==> config.mk <==
export PLATFORM = sky130hd
export DESIGN_NAME = bus_responder85
export DESIGN_NICKNAME = d
export VERILOG_FILES = /design/src/rtl/bus_responder85_pkg.sv /design/src/rtl/bus_responder85_ram.sv /design/src/rtl/bus_responder85.sv
export SDC_FILE = /design/constraint.sdc
export NUM_CORES = 2
export LEC_CHECK = 0
export CORE_AREA = 5 5 395 397
export DETAILED_ROUTE_END_ITERATION = 10
export DIE_AREA = 0 0 400 402
export GPL_TIMING_DRIVEN = 0
export PLACE_DENSITY = 0.71
export SYNTH_ARGS = -nofsm -noshare
export SYNTH_HDL_FRONTEND = slang
export SYNTH_SLANG_ARGS = --single-unit
==> constraint.sdc <==
create_clock -name clk_ -period 3.98 [get_ports clk_]
set_input_delay 0.398 -clock clk_ [delete_from_list [all_inputs] [get_ports clk_]]
set_output_delay 0.398 -clock clk_ [all_outputs]
set_load 0.1 [all_outputs]
==> src/rtl/bus_responder85_pkg.sv <==
// Shared definitions for the 8085-style bus responder: cycle status codes,
// FSM encoding, decoded target kinds and the port slice width.
package bus_responder85_pkg;

   // {IO/M_, S1, S0} status codes
   localparam logic [2:0] ST_HALT = 3'b000;
   localparam logic [2:0] ST_MW   = 3'b001;
   localparam logic [2:0] ST_MR   = 3'b010;
   localparam logic [2:0] ST_OF   = 3'b011;
   localparam logic [2:0] ST_DW   = 3'b101;
   localparam logic [2:0] ST_DR   = 3'b110;
   localparam logic [2:0] ST_INA  = 3'b111;

   localparam int PORT_W = 8;

   typedef enum logic [1:0] {IDLE, ADDR, XFER, END} state_e;

   typedef enum logic [1:0] {SEL_NONE, SEL_MEM, SEL_IO, SEL_ACK} sel_e;

endpackage

==> src/rtl/bus_responder85_ram.sv <==
// Byte-wide RAM behind the memory window: asynchronous read, synchronous write.
module busresp_ram
   import bus_responder85_pkg::*;
#(
   parameter int AW = 8
) (
   input  logic              clk_,
   input  logic              we,
   input  logic [AW-1:0]     addr,
   input  logic [PORT_W-1:0] wdata,
   output logic [PORT_W-1:0] rdata
);

   logic [PORT_W-1:0] mem [2**AW];

   always_ff @(posedge clk_) begin
      if (we) mem[addr] <= wdata;
   end

   assign rdata = mem[addr];

endmodule

==> src/rtl/bus_responder85.sv <==
// Bus-side responder for the 8085 multiplexed bus: RAM window, I/O ports, wait states.
// Optional interrupt-acknowledge response is enabled with `define BUSRESP_INTA_EN.
module bus_responder85
   import bus_responder85_pkg::*;
#(
   parameter int          MEM_AW   = 8,
   parameter logic [15:0] MEM_BASE = 16'h0000,
   parameter logic [7:0]  IO_BASE  = 8'h10,
   parameter int          IO_CNT   = 4,
   parameter int          WAITS    = 1,
   parameter logic [7:0]  INTVEC   = 8'hFF
) (
   input  logic                     clk_,
   input  logic                     rst_,
   input  logic [7:0]               a_hi,
   input  logic [7:0]               ad_in,
   output logic [7:0]               ad_out,
   output logic                     ad_oe,
   input  logic                     ale,
   input  logic                     s0,
   input  logic                     s1,
   input  logic                     iom_,
   input  logic                     rd_,
   input  logic                     wr_,
   input  logic                     inta_,
   output logic                     ready,
   output logic [PORT_W*IO_CNT-1:0] port_q
);

`ifdef BUSRESP_INTA_EN
   localparam bit ACK_ON = 1'b1;
`else
   localparam bit ACK_ON = 1'b0;
`endif

   state_e             state;
   sel_e               sel;
   sel_e               dec_sel;
   logic [2:0]         wcnt;
   logic [MEM_AW-1:0]  mem_addr;
   logic [3:0]         port_idx;
   logic [PORT_W-1:0]  ports [IO_CNT];
   logic [PORT_W-1:0]  ram_q;
   logic [PORT_W-1:0]  port_rd;
   logic [2:0]         stat_in;
   logic [15:0]        addr_in;
   logic [8:0]         io_off;
   logic               rd_act, wr_act, inta_act, any_act, wr_commit, relatch;

   // Strobes are active only on a solid 0; z or x reads as inactive.
   assign rd_act   = (rd_ === 1'b0);
   assign wr_act   = (wr_ === 1'b0);
   assign inta_act = (inta_ === 1'b0);
   assign any_act  = rd_act | wr_act | inta_act;

   assign stat_in  = {iom_, s1, s0};
   assign addr_in  = {a_hi, ad_in};
   // Below IO_BASE wraps to a large 9-bit value, so one compare covers both bounds.
   assign io_off   = {1'b0, ad_in} - {1'b0, IO_BASE};
   assign relatch  = ale && (state == IDLE || state == END);

   always_comb begin
      dec_sel = SEL_NONE;
      case (stat_in)
         ST_OF, ST_MR, ST_MW:
            if ((addr_in >> MEM_AW) == (MEM_BASE >> MEM_AW)) dec_sel = SEL_MEM;
         ST_DR, ST_DW:
            if (io_off < 9'(IO_CNT)) dec_sel = SEL_IO;
         ST_INA:
            dec_sel = ACK_ON ? SEL_ACK : SEL_NONE;
         ST_HALT:
            dec_sel = SEL_NONE;
         default:
            dec_sel = SEL_NONE;
      endcase
   end

   always_ff @(posedge clk_ or posedge rst_) begin
      if (rst_) begin
         state <= IDLE;
         wcnt  <= 3'd0;
         sel   <= SEL_NONE;
      end else begin
         case (state)
            IDLE, END: begin
               // ALE in END restarts decode when the master skipped the strobe release
               if (ale) begin
                  sel   <= dec_sel;
                  wcnt  <= (dec_sel != SEL_NONE) ? 3'(WAITS) : 3'd0;
                  state <= (dec_sel != SEL_NONE) ? ADDR : IDLE;
               end else if (state == END && !any_act) begin
                  state <= IDLE;
               end
            end
            ADDR: begin
               if (wcnt != 3'd0) wcnt <= wcnt - 3'd1;
               else if (any_act) state <= XFER;
            end
            XFER:    state <= END;
            default: state <= IDLE;
         endcase
      end
   end

   always_ff @(posedge clk_) begin
      if (relatch) begin
         mem_addr <= addr_in[MEM_AW-1:0];
         port_idx <= io_off[3:0];
      end
   end

   // XFER lasts exactly one clock, so the write lands once per cycle.
   assign wr_commit = (state == XFER) && wr_act;

   busresp_ram #(.AW(MEM_AW)) u_ram (
      .clk_  (clk_),
      .we    (wr_commit && sel == SEL_MEM),
      .addr  (mem_addr),
      .wdata (ad_in),
      .rdata (ram_q)
   );

   always_ff @(posedge clk_ or posedge rst_) begin
      if (rst_) begin
         for (int k = 0; k < IO_CNT; k++) ports[k] <= '0;
      end else if (wr_commit && sel == SEL_IO) begin
         for (int k = 0; k < IO_CNT; k++)
            if (port_idx == 4'(k)) ports[k] <= ad_in;
      end
   end

   always_comb begin
      port_rd = '0;
      for (int k = 0; k < IO_CNT; k++) begin
         port_q[k*PORT_W +: PORT_W] = ports[k];
         if (port_idx == 4'(k)) port_rd = ports[k];
      end
   end

   assign ready = !(state == ADDR && wcnt != 3'd0);

   always_comb begin
      ad_oe  = 1'b0;
      ad_out = '0;
      if (state == XFER || state == END) begin
         case (sel)
            SEL_MEM: if (rd_act)   begin ad_oe = 1'b1; ad_out = ram_q;   end
            SEL_IO:  if (rd_act)   begin ad_oe = 1'b1; ad_out = port_rd; end
            SEL_ACK: if (inta_act) begin ad_oe = 1'b1; ad_out = INTVEC;  end
            default: ;
         endcase
      end
   end

endmodule

==> results.ini <==
[worst_setup_path]
cp_max_fo = 10
path_buf_inv = 3
r2r-start = state[0]$_DFFE_PP0P_
cp.depth = 9
crit_path_cell_trace = inv_1, buf_6, nor2_4, o21ai_0, o22ai_4, o41ai_2, o311a_4, o41ai_4, buf_6
timing.rr.end = u_ram.mem[196][1]$_DFFE_PP_
worstSetupStartpointType = flop
crit_family = compound AO/OA/AOI/OAI gates
critPathCapture = ad_out[4]
cpMostUsedCell = buf_6
critPathKind = reg2out
reg2reg_setup_slack_ps = -160
required_ps = 3580
critPathMaxStageDelay_ps = 640
critPathSlowestCell = o41ai_4
r2r_cells = 9
arrival_ps = 4520
end_kind = output pin

[timing]
rsz0062_at_grt = true
slew_headroom_pct = -1.56
setup-tns-final_ps = -17490
period_minus_slack_ps = 4920
worst_pin_slew_ps = 1510
setup_ws_ps = -935
drv_slew = 2
hold_viol_final = 0
report.final.setup_viol = 266
min_period_over_period_pct = 123
fmax_mhz = 203
finalClockSkew_ps = 52.6

[power_and_ir_drop]
ir_drop_v = 0.000525
pwr_density_cell_nw_per_um2 = 744
p_leak_nw = 32.0

[route]
route.met2.wl_um = 135000
drc_errors = 0
drt_iter0_markers = 11100
highest_layer = met5
wl_met3_um = 63800
dr.pass1.iters = 7
via_per_inst = 7.56
routedWlPerCell_um = 49.8
wirelength_met1_um = 106000
final_antenna_net_count = 0
vias = 51300
routed_wl_um = 338000

[grt]
grt_pass1_wl_um = 436000
grt_use_total_pct = 41.9
grt_pass1_vias = 46600
antenna_found_initial = 20
gr-total-overflow = 0
grt_start_max_net_pins = 164

[clock_tree]
clkLatencyLatePin_ps = 890
cts-buffers-inserted = 206
cts.path.max_buffers = 3
root_buffer = clkbuf_16
clkTransAtPathRegs_ps = 60
ctsHtreeMaxLevel = 4
clock_sink_count = 2103
tritoncts = built

[synth]
ys.warnings.count = 0
yosysTopAreaCellShare_pct = 74.5
syn_inst = 4045
syn_area_um2 = 82900
synth-async-reset-ratio_pct = 1.85
synth.net_count = 4080
ys_seq_elements = 2103
yosysUniqueCellTypes = 82
postSynthAreaPerCell_um2 = 20.5
synth_edf_count = 2056
synth_common_cells = edfxtp_1 (2056), mux4_2 (390), nor2_1 (315)
synth_ff_type = edfxtp_1
synth_seq_area_share_pct = 75.9
yosysMostFrequentCell = edfxtp_1
yosys.area.top_type = edfxtp_1
synthTopCellsByArea = edfxtp_1 (74%), mux4_2 (11%), mux4_1 (2.3%), mux2i_1 (1.5%), nor2_1 (1.4%)

[flow_run]
max_cap_viol_count = 1

[min_path]
hp-class = in2reg

[floorplanning]
core_area_um2 = 152000
die_area_um2 = 161000
pin_count = 67
die_y_um = 402
rows = 143
start_util_pct = 54.7
fp.dieW_um = 400

[layout]
fin_nets = 4589
syn2layout_area_growth_pct = 20.3
drive_gt1_share_pct = 33.2

[placement]
io_buffer_count = 66
gp_congestion = 1.07
dpl.hpwl_um = 206000
preCtsSetupSlack_ps = -2750

[outcome]
violations = capacitance limit, slew limit, setup timing
status = complete, but fails checks

cells in the final DEF (no fill, tap or decap), types with 26 or more instances in the layout:
cell / count
buf_6: 32
clkinv_2: 34
clkinv_1: 50
mux2_2: 57
o21ai_0: 32
buf_12: 92
diode_2: 28
clkbuf_8: 29
clkbuf_16: 216
buf_4: 172
mux4_2: 400
o22ai_1: 53
clkbuf_1: 66
clkdlybuf4s50_1: 50
edfxtp_1: 2056
mux2i_1: 105
dfrtp_1: 39
mux4_1: 62
buf_16: 75
nor2_2: 149
bufinv_16: 26
a22oi_1: 57
nor2_1: 157
nand2_1: 141
nand3_1: 42
a21oi_1: 58
timing repair:
item,4_1_cts,5_1_grt
endpoints found under the setup margin,1132,1240
pin swaps,46,29
cloned,2,2
gates resized for setup,876,116
setup buffers,125,95
endpoints found under the hold margin,19,0
hold buffers,1,0
routing by layer:
layer  vias to the layer above  GRT usage [%]
met5                         -          0.726
met4                         8           31.2
met3                      1442           23.2
met2                      5941           54.4
met1                     26000           52.3
li1                      17900              -
flip-flops by register name, indices dropped and copies added (netlist names), named ones only:
name / cells
u_ram.mem: 2048
port_q: 32
mem_addr: 8
wcnt: 3
sel: 2
state: 2
kinds of logic (layout without fill, tap and decap cells):
group,Yosys count,in the layout,share of synthesized area [%]
mux,644,644,15.2
flops,2103,2103,75.9
compound gates,398,398,3.32
xor+xnor,2,2,0.0211
fa+ha+maj,10,10,0.151
simple gates,633,633,3.26
other cells,0,28,0
buf+inv,255,940,2.23
final cells by class:
type,instances,area [um2]
diodes,28,70.1
plain buffers,230,3750
clock buffers,256,5490
clock inverters,128,1370
fillers,9691,51800
inverters,22,90.1
multi-input cells,1687,20100
flip-flops and latches,2103,62900
well taps,2030,2540
repair buffers,304,3460
stage by stage:
step                      power (mW)  util [%]  std cells  hold slack [ps]  area (um2)
after floorplan                 34.7         -       4045              457       82900
after global placement          46.3      56.8       6141              477       86100
after detailed placement        46.3      57.1       6155              517       86500
after CTS                       70.4      64.8       6665             27.3       98300
after global routing            73.7      65.8       6763             60.4       99700
final                           74.2      65.8       6788             18.5       99800
power by group:
part	total [mW]	internal (mW)	switching, mW
sequential	24.5	24.4	0.112
clock	20.2	11.5	8.76
combinational	29.5	10.3	19.2
total	74.2	46.2	28.0
how the worst min path moves through the flow:
| stage | startpoint | endpoint | slack [ps] | depth (start not counted) |
|---|---|---|---|---|
| final | ad_in[4] | u_ram.mem[50][4]$_DFFE_PP_ | 20 | 1 |
| after CTS | ad_in[1] | u_ram.mem[214][1]$_DFFE_PP_ | 30 | 1 |
| after floorplan | wcnt[0]$_DFFE_PP0P_ | wcnt[0]$_DFFE_PP0P_ | 460 | 1 |
| after global routing | ad_in[4] | u_ram.mem[50][4]$_DFFE_PP_ | 60 | 1 |
| after detailed placement | wcnt[0]$_DFFE_PP0P_ | wcnt[0]$_DFFE_PP0P_ | 520 | 1 |
| after global placement | wcnt[0]$_DFFE_PP0P_ | wcnt[0]$_DFFE_PP0P_ | 480 | 1 |
Power figures use the tool's default switching activity.
